===== src/rtl/mul_pkg.sv =====
// rtl/mul_pkg.sv - shared state encodings and sizing constants for the shift-add multiplier controller
package mul_pkg;

  // Raw 3-bit encodings, kept as localparams so other blocks can decode state bits directly
  localparam logic [2:0] ST_IDLE  = 3'd0;
  localparam logic [2:0] ST_LOAD  = 3'd1;
  localparam logic [2:0] ST_EXAM  = 3'd2;
  localparam logic [2:0] ST_ADD   = 3'd3;
  localparam logic [2:0] ST_SHIFT = 3'd4;
  localparam logic [2:0] ST_CAPT  = 3'd5;
  localparam logic [2:0] ST_DONE  = 3'd6;

  typedef enum logic [2:0] {
    S_IDLE  = ST_IDLE,
    S_LOAD  = ST_LOAD,
    S_EXAM  = ST_EXAM,
    S_ADD   = ST_ADD,
    S_SHIFT = ST_SHIFT,
    S_CAPT  = ST_CAPT,
    S_DONE  = ST_DONE
  } mul_state_t;

  // Operand width of the matching datapath
  localparam int MUL_WIDTH_DEFAULT = 4;

  // Cycle counter used when MUL_CTRL_PERF_EN is defined
  localparam int         PERF_W   = 8;
  localparam logic [7:0] PERF_MAX = 8'hFF;

endpackage


===== src/rtl/mul_iter_counter.sv =====
// rtl/mul_iter_counter.sv - shift iteration counter with clear/increment and last-iteration flag
module mul_iter_counter #(
  parameter int WIDTH = 4,
  parameter int CNT_W = $clog2(WIDTH + 1)
) (
  input  logic             clk,
  input  logic             reset,
  input  logic             clr,
  input  logic             inc,
  output logic [CNT_W-1:0] cnt,
  output logic             last
);

  // Clear wins over increment; the controller never asserts both together
  always_ff @(posedge clk or posedge reset) begin
    if (reset) begin
      cnt <= '0;
    end else if (clr) begin
      cnt <= '0;
    end else if (inc) begin
      cnt <= cnt + 1'b1;
    end
  end

  // Flags the shift that completes the final iteration
  assign last = (cnt == CNT_W'(WIDTH - 1));

endmodule


===== src/rtl/mul_shift_add_ctrl.sv =====
// rtl/mul_shift_add_ctrl.sv - shift-add multiplier control FSM with result handshake; MUL_CTRL_PERF_EN adds a cycle counter
module mul_shift_add_ctrl
  import mul_pkg::*;
#(
  parameter int WIDTH = MUL_WIDTH_DEFAULT
) (
  input  logic               clk,
  input  logic               reset,
  input  logic               start,
  output logic               start_ready,
  input  logic               m0,
  input  logic [2*WIDTH-1:0] product_in,
  output logic               Load,
  output logic               Add,
  output logic               Shift,
  output logic               busy,
  output logic               res_valid,
  input  logic               res_ready,
  output logic [2*WIDTH-1:0] result,
  output logic [7:0]         last_cycles
);

  localparam int CNT_W = $clog2(WIDTH + 1);

  mul_state_t       state;
  logic [CNT_W-1:0] iter_cnt;
  logic             iter_last;
  logic             iter_clr;
  logic             iter_inc;

  // Counter resets on LOAD and advances once per SHIFT cycle
  assign iter_clr = (state == S_LOAD);
  assign iter_inc = (state == S_SHIFT);

  mul_iter_counter #(
    .WIDTH (WIDTH),
    .CNT_W (CNT_W)
  ) u_iter (
    .clk   (clk),
    .reset (reset),
    .clr   (iter_clr),
    .inc   (iter_inc),
    .cnt   (iter_cnt),
    .last  (iter_last)
  );

  // Sequencer: outputs are registered alongside the state so each strobe is glitch-free
  always_ff @(posedge clk or posedge reset) begin
    if (reset) begin
      state       <= S_IDLE;
      start_ready <= 1'b1;
      Load        <= 1'b0;
      Add         <= 1'b0;
      Shift       <= 1'b0;
      busy        <= 1'b0;
      res_valid   <= 1'b0;
      result      <= '0;
    end else begin
      case (state)
        S_IDLE: begin
          if (start) begin
            state       <= S_LOAD;
            start_ready <= 1'b0;
            busy        <= 1'b1;
            Load        <= 1'b1;
          end
        end
        S_LOAD: begin
          state <= S_EXAM;
          Load  <= 1'b0;
        end
        S_EXAM: begin
          // Datapath has settled the multiplier LSB for this iteration
          if (m0) begin
            state <= S_ADD;
            Add   <= 1'b1;
          end else begin
            state <= S_SHIFT;
            Shift <= 1'b1;
          end
        end
        S_ADD: begin
          state <= S_SHIFT;
          Add   <= 1'b0;
          Shift <= 1'b1;
        end
        S_SHIFT: begin
          Shift <= 1'b0;
          if (iter_last) begin
            state <= S_CAPT;
          end else begin
            state <= S_EXAM;
          end
        end
        S_CAPT: begin
          // Product register already holds the post-final-shift value
          result    <= product_in;
          state     <= S_DONE;
          busy      <= 1'b0;
          res_valid <= 1'b1;
        end
        S_DONE: begin
          // A start seen here is dropped; the requester must retry from IDLE
          if (res_ready) begin
            state       <= S_IDLE;
            res_valid   <= 1'b0;
            start_ready <= 1'b1;
          end
        end
        default: begin
          state       <= S_IDLE;
          start_ready <= 1'b1;
          Load        <= 1'b0;
          Add         <= 1'b0;
          Shift       <= 1'b0;
          busy        <= 1'b0;
          res_valid   <= 1'b0;
        end
      endcase
    end
  end

`ifdef MUL_CTRL_PERF_EN
  logic [PERF_W-1:0] perf_cnt;
  logic [PERF_W-1:0] last_cycles_q;

  // Counts active cycles of the current op; snapshot taken as CAPT hands over to DONE
  always_ff @(posedge clk or posedge reset) begin
    if (reset) begin
      perf_cnt      <= '0;
      last_cycles_q <= '0;
    end else begin
      if (state == S_IDLE) begin
        if (start) begin
          perf_cnt <= '0;
        end
      end else if (state != S_DONE) begin
        if (perf_cnt != PERF_MAX) begin
          perf_cnt <= perf_cnt + 1'b1;
        end
      end
      if (state == S_CAPT) begin
        last_cycles_q <= perf_cnt;
      end
    end
  end

  assign last_cycles = last_cycles_q;
`else
  assign last_cycles = 8'd0;
`endif

  strobe_onehot: assert property (@(posedge clk) disable iff (reset)
    $onehot0({Load, Add, Shift}));

  iter_cnt_bound: assert property (@(posedge clk) disable iff (reset)
    iter_cnt <= CNT_W'(WIDTH));

endmodule


===== config.mk =====
export PLATFORM = sky130hd
export DESIGN_NAME = mul_shift_add_ctrl
export DESIGN_NICKNAME = d
export VERILOG_FILES = /design/src/rtl/mul_pkg.sv /design/src/rtl/mul_iter_counter.sv /design/src/rtl/mul_shift_add_ctrl.sv
export SDC_FILE = /design/constraint.sdc
export NUM_CORES = 1
export LEC_CHECK = 0
export ABC_CLOCK_PERIOD_IN_PS = 2600
export BUFFER_PORTS_ARGS = -buffer_cell sky130_fd_sc_hd__buf_2
export CAP_MARGIN = 10
export CORE_UTILIZATION = 40
export DETAILED_ROUTE_END_ITERATION = 7
export PLACE_DENSITY = 0.65
export SLEW_MARGIN = 40
export SYNTH_ARGS = -nofsm -noshare
export SYNTH_HDL_FRONTEND = slang
export SYNTH_SLANG_ARGS = --single-unit

===== constraint.sdc =====
create_clock -name clk -period 2.6 [get_ports clk]
set_input_delay 0.52 -clock clk [delete_from_list [all_inputs] [get_ports clk]]
set_output_delay 0.52 -clock clk [all_outputs]
set_load 0.005 [all_outputs]

# --- Word-level counts from Yosys, hierarchy flattened ---
# Index checks and enable logic that the tools add are counted.
# Widths: inputs -> output; s select.
word_totals:
  ff_bits: 20
  in_bits: 13
  out_inout_bits: 22
op_classes:
  addsub: 1
  eq_ne: 11
  mux: 19
  bitwise: 6
  n_reduce_logical: 15
op_table:
  columns: ["operator", "count"]
  rows:
  - ["$reduce_or 5->1", 5]
  - ["$pmux 3 s7", 1]
  - ["$mux 3", 6]
  - ["$reduce_and 2->1", 6]
  - ["$eq 3x2->1 const B", 3]
  - ["$eq 3x3->1 const B", 3]
  - ["$pmux 1 s3", 3]
  - ["$ne 2x2->1 const B", 4]
  - ["$mux 1", 6]
  - ["$not 1->1", 6]
  - ["$pmux 1 s2", 3]
  - ["$reduce_or 4->1", 1]
  - ["$add 3x1->3 const B", 1]
  - ["$eq 3x1->1 const B", 1]
  - ["$logic_not 3->1", 1]
  - ["$reduce_and 3->1", 1]
  - ["$reduce_bool 2->1", 1]

# --- Logic depth before layout (Yosys ltp) ---
# Gate-level depths: netlist of the first run.
logic_depth:
  word_depth: 4
  ltp_mapped: 5
  depth_no_buf: 5

# --- Hierarchy ---
# A second synthesis of the first run with hierarchy kept.
hier_totals:
  hier_cells: 90
  area_unflattened_um2: 1011.0
modules_own_cells:
  columns: ["module", "n_inst", "cells_per_inst", "area_per_inst_um2"]
  rows:
  - ["mul_shift_add_ctrl", 1, 77, 865.8]
  - ["mul_iter_counter", 1, 13, 145.1]

# --- Worst setup path after synthesis of the first run ---
# OpenSTA, ideal clock, no wires.
synth_timing:
  path_kind: "reg-to-reg"
  from: "reg u_iter.cnt[0]"
  to: "reg state[2]"
  setup_time_ps: 119
  arrival_ps: 1087
  required_time_ps: 2481
  path_slack_ps: 1394
  stages_incl_launch_ff: 6
  path_buffers: 0
  period_less_slack_ps: 1206
  cell_sequence: "dfrtp_1 -> ha_1 -> ha_1 -> o21a_1 -> o22ai_1 -> nor2_1"
synth_between:
  elab_chain_cells: 3
synth_rtl:
  columns: ["element", "line", "source"]
  rows:
  - ["start: declaration", "mul_iter_counter.sv:10", "output logic [CNT_W-1:0] cnt,"]
  - ["start signal: assignment", "mul_iter_counter.sv:21", "cnt <= cnt + 1'b1;"]
  - ["$eq 3x2->1", "mul_iter_counter.sv:26", "assign last = (cnt == CNT_W'(WIDTH - 1));"]
  - ["$mux 3", "mul_shift_add_ctrl.sv:89", "if (iter_last) begin"]
  - ["$pmux 3 s7", "mul_shift_add_ctrl.sv:59", "case (state)"]
  - ["end signal: assignment", "mul_shift_add_ctrl.sv:62", "state <= S_LOAD;"]
  - ["end signal: assignment", "mul_shift_add_ctrl.sv:90", "state <= S_CAPT;"]
  - ["end signal: assignment", "mul_shift_add_ctrl.sv:92", "state <= S_EXAM;"]
  - ["end: declaration", "mul_shift_add_ctrl.sv:25", "mul_state_t state;"]
# Every way passes these cells.
# A chain may end at the register's enable or synchronous reset.

# --- Worst setup path in the final report of the first run ---
layout_timing:
  from: "reg start_ready"
  to: "out start_ready"
layout_lines:
  columns: ["element", "line", "source"]
  rows:
  - ["start: declaration", "mul_shift_add_ctrl.sv:10", "output logic start_ready,"]
  - ["start signal: assignment", "mul_shift_add_ctrl.sv:51", "start_ready <= 1'b1;"]
  - ["start signal: assignment", "mul_shift_add_ctrl.sv:63", "start_ready <= 1'b0;"]
  - ["start signal: assignment", "mul_shift_add_ctrl.sv:107", "start_ready <= 1'b1;"]
# No word-level cell between the ends.

==> results.yml, run 1 <==
status:
  status: "finished, final reports clean"
synth:
  ys_seq_elements: 20
  asyncSetResetFlopFracSynth_pct: 100
  share_of_synthesized_area_occupied_by_flip_flops_and_latches_pct: 49.5
  synth.lib_cells_used.distinct: 31
  synth-edff-count: 0
  syn-instance-count: 93
  synth_warnings: 0
  post_synth_instance_area_um2: 1010
  main_flop_type_after_synthesis: "dfrtp_1"
  avgSynthCellArea_um2: 10.9
floorplanning:
  floorplan.die_area_um2: 2740
  core-area_um2: 2300
  std_cell_rows: 17
  ioPinCount: 35
  start_util_pct: 44.1
  chipWidth_um: 52.3
  chipHeight_um: 52.3
layout:
  mostFrequentLayoutCell: "buf_2"
  post_route_cells_drive_above_1_share_pct: 35.0
  fin_nets: 133
  most-common-layout-cells: "26 x buf_2, 19 x dfrtp_1, 8 x conb_1"
  final_area_um2: 1140
  num-fill-cells: 238
  layout-area-overhead-vs-synth_pct: 12.5
  antenna_cells: 0
sta:
  transition_at_the_pin_with_the_smallest_max_transition_slack_ns: 0.735
  setup_repair_after_global_routing_missed_its_margin: "no"
  finalHoldViolCount: 0
  final.setup.worst_slack_ns: 1.12
  total_setup_violations_reported_at_the_end_of_the_flow: 0
  min_tclk_post_route_ns: 1.48
  max_freq_ghz: 0.676
  timing.slew.headroom_pct: 50.9
  final_max_slew_viol_count: 0
  clock_skew_ns: 0.00502
  final.setup.tns_ns: 0
  period_share_pct: 56.9
power:
  ir_worst_vdd_uv: 547
  power-per-cell-area_nw_per_um2: 1150
  total_leakage_power_nw: 0.551
placed_design:
  routabilityCongestion: 0.716
  buffer_ports.inserted: 26
  worst_setup_timing_slack_at_the_placement_stage_ns: 1.19
  placement.cell_area_um2: 1110
  hpwlAfterDp_um: 1270
global_routing:
  grt_antenna_before_repair: 0
  track_usage_pct: 14.8
  grt.overflow.total: 0
  first_global_vias: 645
  grt_first_pass_wirelength_um: 2900
  grt_start_max_net_pins: 21
route:
  vias: 701
  drt_pass1_iterations: 4
  via_per_inst: 4.83
  detail_route.iter0.violations: 4
  drcViolationCount: 0
  drt.antenna.violating_nets: 0
  wl_um: 1730
  avgRoutedWirePerCell_um: 12.0
critical_path:
  setup.worst_path.end_class: "output pin"
  slowest_stage: "dfstp_2"
  r2r-end: "result[0]"
  largest_delay_share_family_worst_path: "flip-flops"
  critical_path_arrival_ns: 0.96
  critPathMaxFanout: 3
  worst-r2r-cell-count: 3
  slack_of_the_worst_reg_to_reg_path_ns: 1.16
  setup.worst_path.start_class: "flip-flop"
  regToRegStartpoint: "state[2]"
  cp_num_buf_inv: 1
  setup.worst_path.class: "flip-flop to output pin"
  series_of_cell_instances_along_the_critical_path: "buf_2"
  crit_path_max_incr_delay_ns: 0.56
  critical_path_required_ns: 2.08
cts:
  cts.sink_count: 20
  cts.repair_timing.setup_buffer_count: 0
  worst_skew_pair.late_latency_ns: 0.30
  cts_tree: "done"
  root_buffer: "clkbuf_4"
  max-clock-path-buffers: 2
  htree_num_levels: 1
  cts_inserted_buffers: 3
  hold_buffers: 0
  post_cts_resize_count: 0
  cts.reportedPaths.clkPinSlew_ns: 0.11
run:
  drv.max_cap_violation_count: 0
worst_hold_path:
  worst_hold_path_type: "input port to asynchronous set/reset pin"
-- final cells by class --
type / instances / area (µm²) / share of cell area, %
Tap cell: 28 / 35.0 / 3.07
Clock buffer: 4 / 26.3 / 2.31
Inverter: 5 / 18.8 / 1.65
Sequential cell: 20 / 502 / 44.0
Multi-Input combinational cell: 62 / 428 / 37.5
Timing Repair Buffer: 26 / 130 / 11.4
-- layer usage --
metal	wire, µm	global-route usage [%]	vias up	share of wire, %
met3	58	2.61	4	3.3
met5	0	0	-	0
li1	-	-	354	-
met4	36	9.21	0	2.1
met2	878	22.8	16	51
met1	760	19.0	327	44
-- worst max-delay path by stage --
stage / from / to / slack (ns) / depth (start not counted)
finish: start_ready / start_ready / 1.12 / 1
global route: state[1] / result[4] / 1.07 / 3
CTS: start_ready / start_ready / 1.12 / 1
detailed placement: state[2] / result[0] / 1.19 / 3
global placement: state[2] / result[0] / 1.21 / 3
floorplan: u_iter.cnt[0] / state[2] / 1.39 / 5
-- cell families (layout without fill, tap and decap cells) --
family	after synthesis	count (layout)	share of synthesized area, %
adder cells (fa/ha/maj)	2	2	2.47
multiplexers	9	9	10.2
flip-flops	20	20	49.5
AO/OA/AOI/OAI	24	24	14.8
buffers and inverters	18	35	10.9
other	1	8	0.370
AND/OR/NAND/NOR	19	19	11.7
-- synth_stat cells, types with 2 or more instances --
library cell,number,area share (%)
and2_1,2,1.2
a211oi_1,3,2.2
nand2b_1,3,1.9
mux2_2,7,7.8
a21oi_1,5,2.5
o21a_1,2,1.5
ha_1,2,2.5
o21ai_0,7,3.5
buf_4,8,5.9
buf_2,4,2.0
inv_1,5,1.9
dfrtp_1,19,47
nand2_1,2,0.74
nor2_1,6,2.2
nor2b_1,2,1.2
-- sequential cells by signal (all words and copies together) (netlist names) --
signal / flops
result: 8
Shift: 1
state: 3
Load: 1
u_iter.cnt: 3
busy: 1
res_valid: 1
Add: 1
start_ready: 1
-- per-stage QoR --
step / hold slack, ns / utilization [%] / cells / total power, W
3_5_place_dp: 0.466 / 48.5 / 141 / 0.00117
6_report: 0.327 / 49.6 / 145 / 0.00131
5_1_grt: 0.376 / 49.6 / 145 / 0.00143
4_1_cts: 0.349 / 49.6 / 145 / 0.00132
3_3_place_gp: 0.453 / 48.5 / 141 / 0.00114
2_1_floorplan: 0.474 / - / 100 / 0.00101
-- where the power goes --
part	leakage [nW]	switching, W	internal [W]	total [W]
Clock	0.0150	0.0000915	0.0000597	0.000151
Sequential	0.237	0.000167	0.000471	0.000638
Combinational	0.299	0.000227	0.000290	0.000517
Power figures use the tool's default switching activity.
==> run 2, diff against run 1 <==
- ABC_AREA: not set -> 1
- ABC_CLOCK_PERIOD_IN_PS: 2600 -> 1300
- PLACE_DENSITY: 0.65 -> 0.69
- clock period: 2.6 -> 1.3 ns (I/O delays scaled with it)
==> run 2 against run 1 <==
Utilization grew 2.1 points. Register-to-register slack lost 1.0 ns. Worst hold slack lost 0.17 ns. Power grew 96%. Area after synthesis shrank 8.3%. Clock power grew 140%. Critical path type unchanged. Critical endpoint unchanged.
==> results.yml, run 2 <==
status:
  status: "finished, final reports clean"
critical_path:
  setup.worst_path.end_class: "output pin"
  worst-r2r-cell-count: 6
  cp_num_buf_inv: 1
  setup.worst_path.start_class: "flip-flop"
  series_of_cell_instances_along_the_critical_path: "buf_2"
  regToRegStartpoint: "u_iter.cnt[0]"
  critPathMaxFanout: 2
  largest_delay_share_family_worst_path: "flip-flops"
  r2r-end: "state[2]"
  critical_path_required_ns: 1.04
  critical_path_arrival_ns: 0.94
  crit_path_max_incr_delay_ns: 0.55
  slowest_stage: "dfstp_2"
  slack_of_the_worst_reg_to_reg_path_ns: 0.11
  setup.worst_path.class: "flip-flop to output pin"
synth:
  main_flop_type_after_synthesis: "dfrtp_1"
  synth.lib_cells_used.distinct: 17
  synth-edff-count: 0
  syn-instance-count: 112
  share_of_synthesized_area_occupied_by_flip_flops_and_latches_pct: 54.0
  yosys.area.top_type: "dfrtp_1"
  avgSynthCellArea_um2: 8.30
  post_synth_instance_area_um2: 930
  asyncSetResetFlopFracSynth_pct: 100
  synth_area_leaders: "dfrtp_1 51%, nand2_1 19%, buf_4 6.5%"
  post-synth-top-count-cell: "nand2_1"
  synth_largest_type_area_fraction_pct: 51.1
  ys_seq_elements: 20
  synth_commonest_cells: "47 x nand2_1, 19 x dfrtp_1, 8 x buf_4, 8 x nand3_1, 6 x inv_1"
  synth_warnings: 0
sta:
  final.setup.tns_ns: 0
  period_share_pct: 92.4
  final_max_slew_viol_count: 0
  finalHoldViolCount: 0
  total_setup_violations_reported_at_the_end_of_the_flow: 0
  setup_repair_after_global_routing_missed_its_margin: "no"
  min_tclk_post_route_ns: 1.20
  clock_skew_ns: 0.00839
  worst_hold_slack_ns: 0.154
  max_freq_ghz: 0.832
layout:
  finish.utilization_pct: 51.7
  final_area_um2: 1130
  fin_nets: 161
  layout-area-overhead-vs-synth_pct: 21.9
  antenna_cells: 0
  largest_register: "result"
  num-fill-cells: 223
  layout_top_registers: "result (8), state (3), u_iter.cnt (3)"
  post_route_cells_drive_above_1_share_pct: 28.3
  most-common-layout-cells: "47 x nand2_1, 26 x buf_2, 18 x dfrtp_1"
  mostFrequentLayoutCell: "nand2_1"
  largest_reg_flops: 8
power:
  total_leakage_power_nw: 0.645
  ir_worst_vdd_uv: 1050
  power-per-cell-area_nw_per_um2: 2260
  finalPower_w: 0.00256
worst_hold_path:
  hold_end: "result[1]"
  critical_hold_path_startpoint: "product_in[1]"
  worst_hold_path_type: "input port to flip-flop"
  worstHoldPathCells: 3
cts:
  cts_tree: "done"
  max-clock-path-buffers: 2
  root_buffer: "clkbuf_4"
  htree_num_levels: 1
  worst_skew_pair.late_latency_ns: 0.30
  cts.sink_count: 20
  cts_inserted_buffers: 3
  cts.reportedPaths.clkPinSlew_ns: 0.11
floorplanning:
  core-area_um2: 2190
  std_cell_rows: 17
  floorplan.die_area_um2: 2520
  ioPinCount: 35
  chipHeight_um: 50.2
  start_util_pct: 42.4
  chipWidth_um: 50.2
global_routing:
  grt.overflow.total: 0
  first_global_vias: 713
  grt_antenna_before_repair: 0
  track_usage_pct: 16.1
  grt_first_pass_wirelength_um: 3010
  grt_start_max_net_pins: 21
route:
  drt.antenna.violating_nets: 0
  vias: 810
  avgRoutedWirePerCell_um: 10.3
  via_per_inst: 4.68
  wl_um: 1780
  drt_pass1_iterations: 4
  detail_route.iter0.violations: 19
  drcViolationCount: 0
placed_design:
  hpwlAfterDp_um: 1350
  routabilityCongestion: 0.808
  buffer_ports.inserted: 26
  placement.cell_area_um2: 1080
run:
  drv.max_cap_violation_count: 0
run 2: cell count changes after synthesis, moves of 2 or more:
cell      previous run  this run
nand3_1              0         8
a21oi_1              5         2
mux2_2               7         0
a211oi_1             3         0
and2_1               2         0
buf_2                4         0
nand2_1              2        47
inv_2                0         3
nor2b_1              2         0
o21ai_0              7         5
o21a_1               2         0
nand2b_1             3         0
run 2: worst register-to-register path, delay by kind of cell (launching register included):
kind | cells | cell delay (ns)
fa+ha+maj | 2 | 0.38
buf+inv | 1 | 0.07
flops | 1 | 0.41
simple gates | 3 | 0.22
run 2: worst max path at each step:
| stage | start | to | slack, ns | depth (start not counted) |
|---|---|---|---|---|
| 5_1_grt | u_iter.cnt[0] | state[2] | 0.01 | 6 |
| 2_1_floorplan | u_iter.cnt[0] | state[2] | 0.20 | 6 |
| 3_3_place_gp | u_iter.cnt[0] | state[2] | 0.14 | 6 |
| 4_1_cts | start_ready | start_ready | 0.08 | 1 |
| 3_5_place_dp | state[1] | result[4] | 0.13 | 6 |
| 6_report | start_ready | start_ready | 0.1 | 1 |
run 2: where the power goes:
group | switching (W) | leakage (nW) | internal [W]
Clock | 0.000187 | 0.0210 | 0.000171
Combinational | 0.000611 | 0.382 | 0.000457
Sequential | 0.000201 | 0.242 | 0.000935
run 2: area by class of cell:
class | instances | area, µm² | share of cell area [%]
clock buffers | 4 | 36.3 | 3.20
inverters | 9 | 33.8 | 2.98
flip-flops and latches | 20 | 503 | 44.4
repair buffers | 30 | 163 | 14.3
multi-input cells | 82 | 363 | 32.0
well taps | 28 | 35.0 | 3.09
run 2: per-layer routing:
| layer | wire length (µm) | global-route usage [%] | vias to the layer above |
|---|---|---|---|
| li1 | - | - | 404 |
| met1 | 793 | 19.9 | 365 |
| met2 | 871 | 27.1 | 38 |
| met3 | 94 | 2.73 | 3 |
| met4 | 22 | 7.14 | 0 |
| met5 | 0 | 0 | - |
run 2: logic make-up (layout without fill, tap and decap cells):
| logic type | Yosys count | count (layout) | share of synthesized area (%) |
|---|---|---|---|
| flip-flops | 20 | 20 | 54.0 |
| buffers and inverters | 17 | 43 | 10.1 |
| other | 1 | 8 | 0.403 |
| AND/OR/NAND/NOR | 63 | 63 | 27.9 |
| AO/OA/AOI/OAI | 9 | 9 | 4.98 |
| adder cells (fa/ha/maj) | 2 | 2 | 2.69 |
run 2: per-stage QoR:
step	setup WS [ns]	cells
floorplan	0.201	119
global placement	0.140	167
detailed placement	0.128	167
CTS	0.0810	172
global route	0.0118	173
finish	0.0985	173
run 2: timing repair:
item | in CTS | in global routing
buffers inserted | 0 | 1
endpoints found under the setup margin | 0 | 1
hold buffers | 1 | 0
endpoints found under the hold margin | 19 | 0
gates resized for setup | 0 | 2
